===== config.mk =====
export PLATFORM = sky130hd
export DESIGN_NAME = bit_serial_subtractor_flat
export DESIGN_NICKNAME = d
export VERILOG_FILES = /design/src/rtl/bit_serial_subtractor_if.sv /design/src/rtl/bit_serial_subtractor.sv /design/src/flat_wrapper.sv
export SDC_FILE = /design/constraint.sdc
export NUM_CORES = 1
export LEC_CHECK = 0
export ABC_CLOCK_PERIOD_IN_PS = 1600
export CAP_MARGIN = 25
export CORE_UTILIZATION = 51
export CTS_CLUSTER_SIZE = 24
export DETAILED_ROUTE_END_ITERATION = 10
export PLACE_DENSITY = 0.78
export REMOVE_ABC_BUFFERS = 1
export SYNTH_ARGS = -nofsm -noshare
export SYNTH_HDL_FRONTEND = slang
export SYNTH_SLANG_ARGS = --single-unit

===== constraint.sdc =====
create_clock -name clk -period 1.6 [get_ports clk]
set_clock_uncertainty 0.1 [all_clocks]
set_input_delay 0.24 -clock clk [delete_from_list [all_inputs] [get_ports clk]]
set_output_delay 0.24 -clock clk [all_outputs]
set_load 0.03 [all_outputs]

===== src/rtl/bit_serial_subtractor_if.sv =====
// rtl/bit_serial_subtractor_if.sv - request/result bundle for the bit-serial subtractor
//
// Purpose: groups the operand request and registered result signals of
// bit_serial_subtractor so the wrapper and the core share one connection.
//
// Signals:
//   start       request, sampled by the core only while idle
//   a_in        minuend, captured on the accepted start cycle
//   b_in        subtrahend, captured on the accepted start cycle
//   busy        high while an operation is in flight (SHIFT or DONE)
//   done        one-cycle pulse, result valid from this cycle on
//   diff_out    registered difference
//   borrow_out  registered final borrow (1 when A < B)
//   zero_out    registered diff_out == 0 flag
//
// Modports:
//   master  drives the request, observes the result (wrapper / bench side)
//   slave   consumes the request, drives the result (subtractor core side)

interface bit_serial_subtractor_if #(
  parameter int WIDTH = 8
) ();

  logic             start;
  logic [WIDTH-1:0] a_in;
  logic [WIDTH-1:0] b_in;
  logic             busy;
  logic             done;
  logic [WIDTH-1:0] diff_out;
  logic             borrow_out;
  logic             zero_out;

  modport master (
    output start,
    output a_in,
    output b_in,
    input  busy,
    input  done,
    input  diff_out,
    input  borrow_out,
    input  zero_out
  );

  modport slave (
    input  start,
    input  a_in,
    input  b_in,
    output busy,
    output done,
    output diff_out,
    output borrow_out,
    output zero_out
  );

endinterface


===== src/rtl/bit_serial_subtractor.sv =====
// rtl/bit_serial_subtractor.sv - bit-serial unsigned subtractor D = A - B, LSB first
//
// Purpose: one full-subtractor cell plus a borrow flop, resolving one result
// bit per clock. An accepted start captures both operands; WIDTH shift
// cycles follow, then a single DONE cycle pulses done. Results are modulo
// 2^WIDTH with the final borrow reported separately.
//
// Timing: the accepting edge ends cycle 0, done is high in cycle WIDTH+1,
// and back-to-back operations complete once every WIDTH+2 cycles.
//
// Ports:
//   clk   single clock, all state updates on the rising edge
//   rst   synchronous, active-high reset; aborts any operation in flight
//   bus   bit_serial_subtractor_if.slave (start, a_in, b_in, busy, done,
//         diff_out, borrow_out, zero_out)
//
// Parameters:
//   WIDTH  operand/result width in bits, 2..16
//
// Build option:
//   SERIAL_SUB_SATURATE_EN  when defined, a result with final borrow = 1 is
//                           floored to zero (diff_out = 0, borrow_out = 1,
//                           zero_out = 1). Undefined: wrapped result.

module bit_serial_subtractor #(
  parameter int WIDTH = 8
) (
  input logic                    clk,
  input logic                    rst,
  bit_serial_subtractor_if.slave bus
);

  localparam int CW = (WIDTH > 1) ? $clog2(WIDTH) : 1;

  typedef enum logic [1:0] {
    ST_IDLE  = 2'd0,
    ST_SHIFT = 2'd1,
    ST_DONE  = 2'd2
  } state_t;

  state_t state;
  state_t state_next;

  // datapath state
  logic [WIDTH-1:0] a_sh;
  logic [WIDTH-1:0] b_sh;
  logic [WIDTH-1:0] res_sh;
  logic             bw;
  logic [CW-1:0]    cnt;

  // registered results
  logic [WIDTH-1:0] diff_q;
  logic             borrow_q;
  logic             zero_q;

  // FSM decode
  logic load_op;
  logic shift_en;
  logic last_bit;
  logic busy_c;
  logic done_c;

  // full-subtractor cell
  logic             a0;
  logic             b0;
  logic             d_bit;
  logic             bw_next;
  logic [WIDTH-1:0] res_next;

  // final result selection
  logic [WIDTH-1:0] fin_diff;
  logic             fin_zero;

  assign a0       = a_sh[0];
  assign b0       = b_sh[0];
  assign d_bit    = a0 ^ b0 ^ bw;
  assign bw_next  = (~a0 & b0) | (~(a0 ^ b0) & bw);
  // New bit enters at the MSB so that after WIDTH shifts bit 0 sits at bit 0.
  assign res_next = {d_bit, res_sh[WIDTH-1:1]};

`ifdef SERIAL_SUB_SATURATE_EN
  assign fin_diff = bw_next ? '0 : res_next;
`else
  assign fin_diff = res_next;
`endif
  assign fin_zero = (fin_diff == '0);

  // ---------------------------------------------------------------------------
  // FSM state register
  // ---------------------------------------------------------------------------
  always_ff @(posedge clk) begin
    if (rst) begin
      state <= ST_IDLE;
    end else begin
      state <= state_next;
    end
  end

  // ---------------------------------------------------------------------------
  // FSM next state and decode
  // ---------------------------------------------------------------------------
  always_comb begin
    state_next = state;
    load_op    = 1'b0;
    shift_en   = 1'b0;
    last_bit   = 1'b0;
    busy_c     = 1'b0;
    done_c     = 1'b0;
    unique case (state)
      ST_IDLE: begin
        if (bus.start) begin
          load_op    = 1'b1;
          state_next = ST_SHIFT;
        end
      end
      ST_SHIFT: begin
        busy_c   = 1'b1;
        shift_en = 1'b1;
        if (cnt == '0) begin
          last_bit   = 1'b1;
          state_next = ST_DONE;
        end
      end
      ST_DONE: begin
        // A start seen here is deliberately dropped: acceptance only happens
        // in IDLE, which keeps the spacing at WIDTH+2 cycles.
        busy_c     = 1'b1;
        done_c     = 1'b1;
        state_next = ST_IDLE;
      end
      default: begin
        state_next = ST_IDLE;
      end
    endcase
  end

  // ---------------------------------------------------------------------------
  // Datapath
  // ---------------------------------------------------------------------------
  always_ff @(posedge clk) begin
    if (rst) begin
      a_sh     <= '0;
      b_sh     <= '0;
      res_sh   <= '0;
      bw       <= 1'b0;
      cnt      <= '0;
      diff_q   <= '0;
      borrow_q <= 1'b0;
      zero_q   <= 1'b1;
    end else begin
      if (load_op) begin
        a_sh   <= bus.a_in;
        b_sh   <= bus.b_in;
        res_sh <= '0;
        bw     <= 1'b0;
        cnt    <= CW'(WIDTH - 1);
      end else if (shift_en) begin
        a_sh   <= {1'b0, a_sh[WIDTH-1:1]};
        b_sh   <= {1'b0, b_sh[WIDTH-1:1]};
        res_sh <= res_next;
        bw     <= bw_next;
        if (!last_bit) begin
          cnt <= cnt - CW'(1);
        end
      end

      // Results are loaded on the edge that enters DONE so they are already
      // valid while done is high; otherwise they hold across operations.
      if (last_bit) begin
        diff_q   <= fin_diff;
        borrow_q <= bw_next;
        zero_q   <= fin_zero;
      end
    end
  end

  assign bus.busy       = busy_c;
  assign bus.done       = done_c;
  assign bus.diff_out   = diff_q;
  assign bus.borrow_out = borrow_q;
  assign bus.zero_out   = zero_q;

endmodule

===== src/flat_wrapper.sv =====
// flat-port wrapper written by rule: the top's interface ports become plain ports
module bit_serial_subtractor_flat 
#(
  parameter int WIDTH = 8
)
  (clk, rst, bus_start, bus_a_in, bus_b_in, bus_busy, bus_done, bus_diff_out, bus_borrow_out, bus_zero_out);
  bit_serial_subtractor_if #(.WIDTH(WIDTH)) bus_i ();
  input logic clk;
  input logic rst;
  input wire logic [$bits(bus_i.start)-1:0] bus_start;
  input wire logic [$bits(bus_i.a_in)-1:0] bus_a_in;
  input wire logic [$bits(bus_i.b_in)-1:0] bus_b_in;
  output wire logic [$bits(bus_i.busy)-1:0] bus_busy;
  output wire logic [$bits(bus_i.done)-1:0] bus_done;
  output wire logic [$bits(bus_i.diff_out)-1:0] bus_diff_out;
  output wire logic [$bits(bus_i.borrow_out)-1:0] bus_borrow_out;
  output wire logic [$bits(bus_i.zero_out)-1:0] bus_zero_out;
  assign bus_i.start = bus_start;
  assign bus_i.a_in = bus_a_in;
  assign bus_i.b_in = bus_b_in;
  assign bus_busy = bus_i.busy;
  assign bus_done = bus_i.done;
  assign bus_diff_out = bus_i.diff_out;
  assign bus_borrow_out = bus_i.borrow_out;
  assign bus_zero_out = bus_i.zero_out;
  bit_serial_subtractor #(.WIDTH(WIDTH)) u_core (.clk(clk), .rst(rst), .bus(bus_i));
endmodule

After elaboration in Yosys (flattened, before gate mapping)
Cells that the tools add are included.
{ "word_totals": {"reg_bits": 40, "inputBits": 19, "out_inout_bits": 12, "word_cells": 47} }
{ "op_classes": {"addsub": 1, "n_eq_ne": 5, "n_mux": 17, "bitwise": 7, "reduce_logical": 8} }
{ "op_table": {"columns": ["cell", "count"], "rows": [
  ["$mux 8", 4],
  ["$mux 3", 3],
  ["$logic_not 8->1", 1],
  ["$mux 1", 7],
  ["$mux 2", 2],
  ["$ne 2x1->1 const B", 2],
  ["$pmux 2 s2", 1],
  ["$reduce_and 2->1", 2],
  ["$reduce_or 2->1", 2],
  ["$logic_not 3->1", 1],
  ["$sub 3x1->3 const B", 1],
  ["$and 1x1->1", 2],
  ["$eq 2x1->1 const B", 1],
  ["$eq 2x2->1 const B", 1],
  ["$logic_not 2->1", 1],
  ["$ne 2x2->1 const B", 1],
  ["$not 1->1", 2],
  ["$reduce_bool 2->1", 1],
  ["$xor 1x1->1", 2],
  ["$or 1x1->1", 1]
]} }

Longest topological paths before layout
Gate-level depths: netlist of the first run.
{ "depth": {"ltp_word": 6, "mapped_depth": 7} }

Worst setup path after synthesis of the first run
No wires, ideal clock.
{ "synth_timing": {"path_kind": "register to register", "from": "register u_core.b_sh[0]", "to": "register u_core.zero_q, in the netlist u_core.bus.zero_out", "t_arrival_ns": 1.221, "path_slack_ns": 0.219, "path_stages_with_launch": 6, "period_less_slack_ns": 1.381, "cell_sequence": "dfxtp_1 > inv_1 > fa_1 > nor4_1 > nand3_1 > nand2_1"} }
{ "synth_between": {"elab_chain_cells": 3} }
{ "synth_rtl": {"columns": ["item", "line", "rtl"], "rows": [
  ["from (decl)", "bit_serial_subtractor.sv:46", "logic [WIDTH-1:0] b_sh;"],
  ["from (signal assigned)", "bit_serial_subtractor.sv:153", "b_sh <= bus.b_in;"],
  ["from (signal assigned)", "bit_serial_subtractor.sv:159", "b_sh <= {1'b0, b_sh[WIDTH-1:1]};"],
  ["$xor 1x1->1 (2 in series)", "bit_serial_subtractor.sv:76", "assign d_bit = a0 ^ b0 ^ bw;"],
  ["via u_core.d_bit", "bit_serial_subtractor.sv:66", "logic d_bit;"],
  ["$logic_not 8->1", "bit_serial_subtractor.sv:86", "assign fin_zero = (fin_diff == '0);"],
  ["to (signal assigned)", "bit_serial_subtractor.sv:172", "zero_q <= fin_zero;"],
  ["to (decl)", "bit_serial_subtractor.sv:54", "logic zero_q;"]
]} }
The timed path passes the listed nets, and every way through them passes these cells.
A chain may end at the register's enable or synchronous reset.

Worst setup path after layout of the first run
{ "layout_timing": {"from": "register u_core.state[0]", "to": "register u_core.state[1]"} }
{ "layout_between": {"elab_cells_between_ends": 6} }
{ "layout_lines": {"columns": ["item", "line", "rtl"], "rows": [
  ["from (decl)", "bit_serial_subtractor.sv:41", "state_t state;"],
  ["from (signal assigned)", "bit_serial_subtractor.sv:95", "state <= state_next;"],
  ["$eq 2x1->1 / $logic_not 2->1 (equally long branches)", "bit_serial_subtractor.sv:109", "unique case (state)"],
  ["$pmux 2 s2 (*)", "bit_serial_subtractor.sv:109", null],
  ["via u_core.state_next[1]", "bit_serial_subtractor.sv:42", "state_t state_next;"]
]} }
Mark *: on every way through the listed nets, which the timed path passes. The rest lies on a longest branch.

==> results of run 1 <==
-- metrics by stage --
stage	std cells	power, mW	cell area (um^2)	setup WS [ns]
global route	263	3.40	2170	-0.0207
floorplan	169	2.24	1660	-0.685
CTS	262	3.17	2160	0.0166
global placement	254	2.63	2110	0.120
detailed placement	254	2.69	2110	0.0288
finish	263	3.19	2170	0.0590
-- worst max-delay path, stage by stage, from the launching register on --
cell      delay (ns)
dfxtp_2         0.36
buf_4           0.11
ha_2            0.21
buf_4           0.14
nand3b_4        0.07
or3_1           0.35
o31ai_1         0.09
-- path summary, 6_finish.rpt --
| kind | startpoint | end | slack, ns | cells past startpoint |
|---|---|---|---|---|
| worst min-delay path | bus_b_in[7] | u_core.b_sh[7] | 0.36 | 3 |
| worst min register to register | u_core.bus.diff_out[5] | u_core.bus.diff_out[5] | 0.36 | 2 |
| worst max-delay path | u_core.state[0] | u_core.state[1] | 0.06 | 6 |
| worst max register to register | u_core.state[0] | u_core.state[1] | 0.06 | 6 |
-- per-layer routing --
metal	part of all wire [%]	wire (um)	track usage (%)	vias up
met2	51	1660	38.5	39
met3	4.9	159	7.04	6
met1	43	1400	22.4	645
li1	-	-	-	702
met5	0	0	0	-
met4	1.1	36	5.84	0
-- cells in the final DEF, fill, tap and decap left out, types with 3 or more instances in the layout --
cell type,n
buf_4,12
dfxtp_1,37
nor2_1,24
a21oi_1,14
ha_1,5
a211oi_1,15
clkdlybuf4s50_1,18
nand2_1,19
nand3_1,3
nand2b_1,4
mux2i_1,23
inv_1,5
clkbuf_4,5
dlygate4sd2_1,10
-- power groups by stage --
stage	clock network [mW]	registers, mW	logic, mW
4_1_cts	0.509	1.26	1.40
3_3_place_gp	0	1.27	1.36
6_report	0.496	1.26	1.43
5_1_grt	0.552	1.28	1.56
2_1_floorplan	0	1.29	0.948
3_5_place_dp	0	1.28	1.41
-- area by class of cell --
cell class	instances	area share (%)
clock inverter	2	0.576
tap	44	2.53
inverter	6	1.04
sequential	39	36.0
multi-input combinational	124	39.6
timing repair buffer	42	18.3
clock buffer	6	1.90
-- logic make-up (layout without fill, tap and decap cells) --
| family | count (synthesis) | count (layout) | share of synthesized area, % |
|---|---|---|---|
| compound gates | 33 | 33 | 13.2 |
| fa+ha+maj | 7 | 7 | 5.45 |
| buf+inv | 19 | 56 | 6.38 |
| flops | 39 | 39 | 44.8 |
| mux | 23 | 23 | 13.2 |
| simple gates | 61 | 61 | 17.0 |
-- state kept, by name (all words and copies together) (netlist names) --
signal and count:
u_core.a_sh 8, u_core.b_sh 8, u_core.bus.diff_out 8, u_core.res_sh 7, u_core.cnt 3, u_core.state 2, u_core.bus.borrow_out 1, u_core.bus.zero_out 1
u_core.bw 1
-- what timing repair did --
item	CTS	global route
setup buffers	0	1
gates resized for setup	11	5
setup endpoints to repair	12	18
==> metrics, run 1 <==
# setup viols final 0; largest cells by area after synthesis dfxtp_1 45%, mux2i_1 13%, a211oi_1 6.5%, nor2_1 5.2%, ha_1 4.3%; endpoints failing hold 0; Die Y-Extent 60.5 um; CTS Buffer Depth 2; Port Buffers 30; Clock Power Share between 10% and 20%; via count roughly 1400; maximum vdd drop about 870 uV; CP Launch Type flip-flop; DIE AREA 3660 um^2; CTS Buf Count 5; FILL cells about 280; Sw Pwr 1.19 mW; WP data required around 1.7 ns; # DRC 0; switching share of power 37.3%; Setup CP Type reg2reg; number of routed nets with antenna violations 0; hold slack 0.365 ns; Flop pwr share 39.5%; post-route clock period utilization 96.3%; # clock sinks 39; Worst-path clk slew about 0.11 ns; register area 783 um^2; nets 244; total gr overflow 0; post-synthesis average cell area 9.58 um^2; multi-input logic area 861 um^2; Core Rows 20; worst-path maximum fanout 3; combinational fraction of design power 44.9%; 1st-pass router iterations 4; P_leak 0.869 nW; count of pins over their slew limit 0; Initial Utilization 55.3%; Antenna Diode Count 0; Final Util 68.9%; first-pass GRT wire length 5620 um; Iteration-0 DRC Markers 39; max_slew headroom 80.0%; share of layout cells above drive strength 1 14.6%; largest net degree at the start of global routing 24; PwrDens 1470 nW/um^2; Layout area overhead 24.6%; ys flop type dfxtp_1; P_int 2.00 mW; antenna violations before repair 0; # H-tree levels 2; HP Class in2reg; Overall Global Routing Usage 20.8%; Core ar. between 3000 and 4000 um^2; Worst Tran Pin Value between 0.3 and 0.4 ns; CTS tree yes; io pins 31; register area share after synthesis between 40% and 50%; DP HPWL 2390 um; status finished clean; FF+latch count, synth 39; per-cell routed wire length 12.4 um; Max Cap Violations 0; f_max 649 MHz; Synth cell types 28; Syn Inst Count 182; vias in the first global route 1347; Crit path arrival time 1.68 ns; Worst Setup End Kind flip-flop; async set-reset flop share out of synthesis 0%; RSZ-0062 raised after global routing true; Via density 5.29; min cycle time layout 1.54 ns; total routed wirelength 3260 um; clock insertion delay at the later pin of the skew report 0.34 ns; most common cell in the synthesized netlist dfxtp_1; Synth top area share 44.8%; Die W 60.5 um; Post-synth EDFFs 0; Setup TNS Final 0 ns; routability cong. 0.766; cell taking the most area after synthesis dfxtp_1; Post-synth top cells 39 x dfxtp_1, 24 x nor2_1, 23 x mux2i_1; Hold Buf Count CTS 0; clock tree root buffer cell clkbuf_4; yosys warns 0; Mapped Area 1740 um^2
Note: power is estimated with default switching activity, not from simulation.
==> run 2: changes to the inputs <==
--- a/config.mk
+++ b/config.mk
@@ -7,11 +7,13 @@
 export LEC_CHECK = 0
 export ABC_CLOCK_PERIOD_IN_PS = 1600
 export CAP_MARGIN = 25
+export CORE_MARGIN = 8
 export CORE_UTILIZATION = 51
 export CTS_CLUSTER_SIZE = 24
 export DETAILED_ROUTE_END_ITERATION = 10
 export PLACE_DENSITY = 0.78
 export REMOVE_ABC_BUFFERS = 1
+export SLEW_MARGIN = 0
 export SYNTH_ARGS = -nofsm -noshare
 export SYNTH_HDL_FRONTEND = slang
 export SYNTH_SLANG_ARGS = --single-unit
==> run 2 against run 1 <==
Compared with the run above: die area up 52%; wire length is 5.5% higher; total power grew 7.1%; register-to-register slack better by 0.06 ns; sequential power about the same; via count fell by 2.1%; sequential share of layout area decreased by 0.83 points; clock power is 32% higher; first-iteration DRC count up 77%; count of clock-buffer cells in the layout fell by 1; utilization decreased by 1.7 points; hold slack worse by 0.0059 ns; highest routed layer unchanged.
==> metrics, run 2 (same netlist as run 1, synthesis figures left out) <==
status finished clean; reg-to-reg setup timing slack approximately 0.12 ns; Crit path arrival time 1.20 ns; metal3 WL 172 um; DIE AREA 5550 um^2; Final Cell Area 2220 um^2; Setup CP Type reg2out; routability cong. around 0.76; CTS Buffer Depth 2; nets 243; antenna violations before repair 0; hold path endpoint u_core.bus.diff_out[3]; CTS Buf Count 5; Overall Global Routing Usage between 10% and 20%; io pins 31; Hold Path Cell Cnt 2; Final Util 67.2%; Core ar. about 3300 um^2; Hold Crit Start u_core.bus.diff_out[3]; Hold Buf Count CTS 0; CTS tree yes; per-cell routed wire length 13.0 um; most frequent cells in the layout 37 x dfxtp_1, 24 x nor2_1, 23 x mux2i_1; PwrDens 1540 nW/um^2; Max Cap Violations 0; number of routed nets with antenna violations 0; Finished Layout Cells approximately 260; endpoints failing hold 0; Layout area overhead 27.5%; # clock sinks 39; Setup TNS Final 0 ns; Worst Setup End Kind output pin; total gr overflow 0; clock tree root buffer cell clkbuf_4; # setup viols final 0; Worst R2R Path Depth 6; DP HPWL 2580 um; post-route clock period utilization 96.5%; Via density approximately 5.2; HP Class reg2reg; f_max 648 MHz; largest net degree at the start of global routing 22; 1st-pass router iterations 4; vias in the first global route roughly 1400; worst-path maximum fanout 4; Core Rows 21; Cells after DPL approximately 250; count of pins over their slew limit 0; Worst Tran Pin Value just over 0.3 ns; P_leak 0.881 nW; first-pass GRT wire length 5850 um; Port Buffers 30; Post-DP Area about 2100 um^2; # DRC 0; Die W approximately 74 um; Antenna Diode Count 0; maximum vdd drop 1100 uV; clock insertion delay at the later pin of the skew report 0.35 ns; Die Y-Extent 74.5 um; RSZ-0062 raised after global routing false; R2R Path End u_core.state[1]; Initial Utilization 52.7%; WP data required 1.26 ns; met2 routed WL roughly 1700 um; via count 1363; # H-tree levels 2; max_slew headroom between 70% and 80%; CP Launch Type flip-flop; min cycle time layout 1.54 ns; total routed wirelength 3440 um; Worst-path clk slew 0.11 ns; Iteration-0 DRC Markers 69; Crit Reg-Reg Startpoint u_core.state[0]; share of layout cells above drive strength 1 17.4%; M1 WL 1470 um; Top Metal Used met4; commonest non-fill, non-tap cell in the layout dfxtp_1
## run 2: changes by cell type in the layout (fill, tap and decap cells not counted), sizes merged
| cell | previous run | this run |
|---|---|---|
| buf | 14 | 13 |
| clkbuf | 6 | 5 |
| clkinvlp | 1 | 0 |
| clkinv | 1 | 2 |
| bufinv | 0 | 1 |
## run 2: cell type report
class                      instances  area (um^2)
fill                             295         1090
multi-input combinational        124          883
sequential                        39          783
timing repair buffer              41          394
tap                               46         57.6
clock inverter                     3         43.8
clock buffer                       5         37.5
inverter                           6         25.0
## run 2: power by group
group	internal, mW	switching (mW)
sequential	1.16	0.109
clock	0.329	0.327
combinational	0.723	0.774
## run 2: stage by stage
step | worst slack, ns | power [mW] | hold WS [ns]
final | 0.0557 | 3.42 | 0.359
after global routing | 0.0185 | 3.63 | 0.367
after CTS | -0.00929 | 3.35 | 0.362
after global placement | 0.0823 | 2.62 | 0.343
after floorplan | -0.685 | 2.24 | 0.205
after detailed placement | 0.00252 | 2.67 | 0.349
## run 2: worst max path at each step
stage / startpoint / end / slack [ns] / cells after the start
global placement: u_core.state[1] / u_core.state[1] / 0.08 / 6
detailed placement: u_core.state[1] / u_core.state[1] / 0.003 / 6
CTS: u_core.state[1] / bus_busy / -0.009 / 3
finish: u_core.state[1] / bus_busy / 0.06 / 3
floorplan: u_core.state[1] / u_core.bus.borrow_out / -0.69 / 5
global route: u_core.state[1] / bus_busy / 0.02 / 3
## run 2: worst max-delay path: stages (launching register included)
cell and delay [ns]:
dfxtp_2 0.37, inv_4 0.05, ha_2 0.32, buf_6 0.12
## run 2: repair_timing
item	in CTS	in global routing
setup buffers	1	1
setup endpoints to repair	14	18
resized for setup	12	12
## run 2: routing by layer
layer	GRT usage, %	vias to the layer above
met5	0	-
met1	14.2	631
li1	-	696
met4	8.26	0
met3	4.18	8
met2	23.2	28
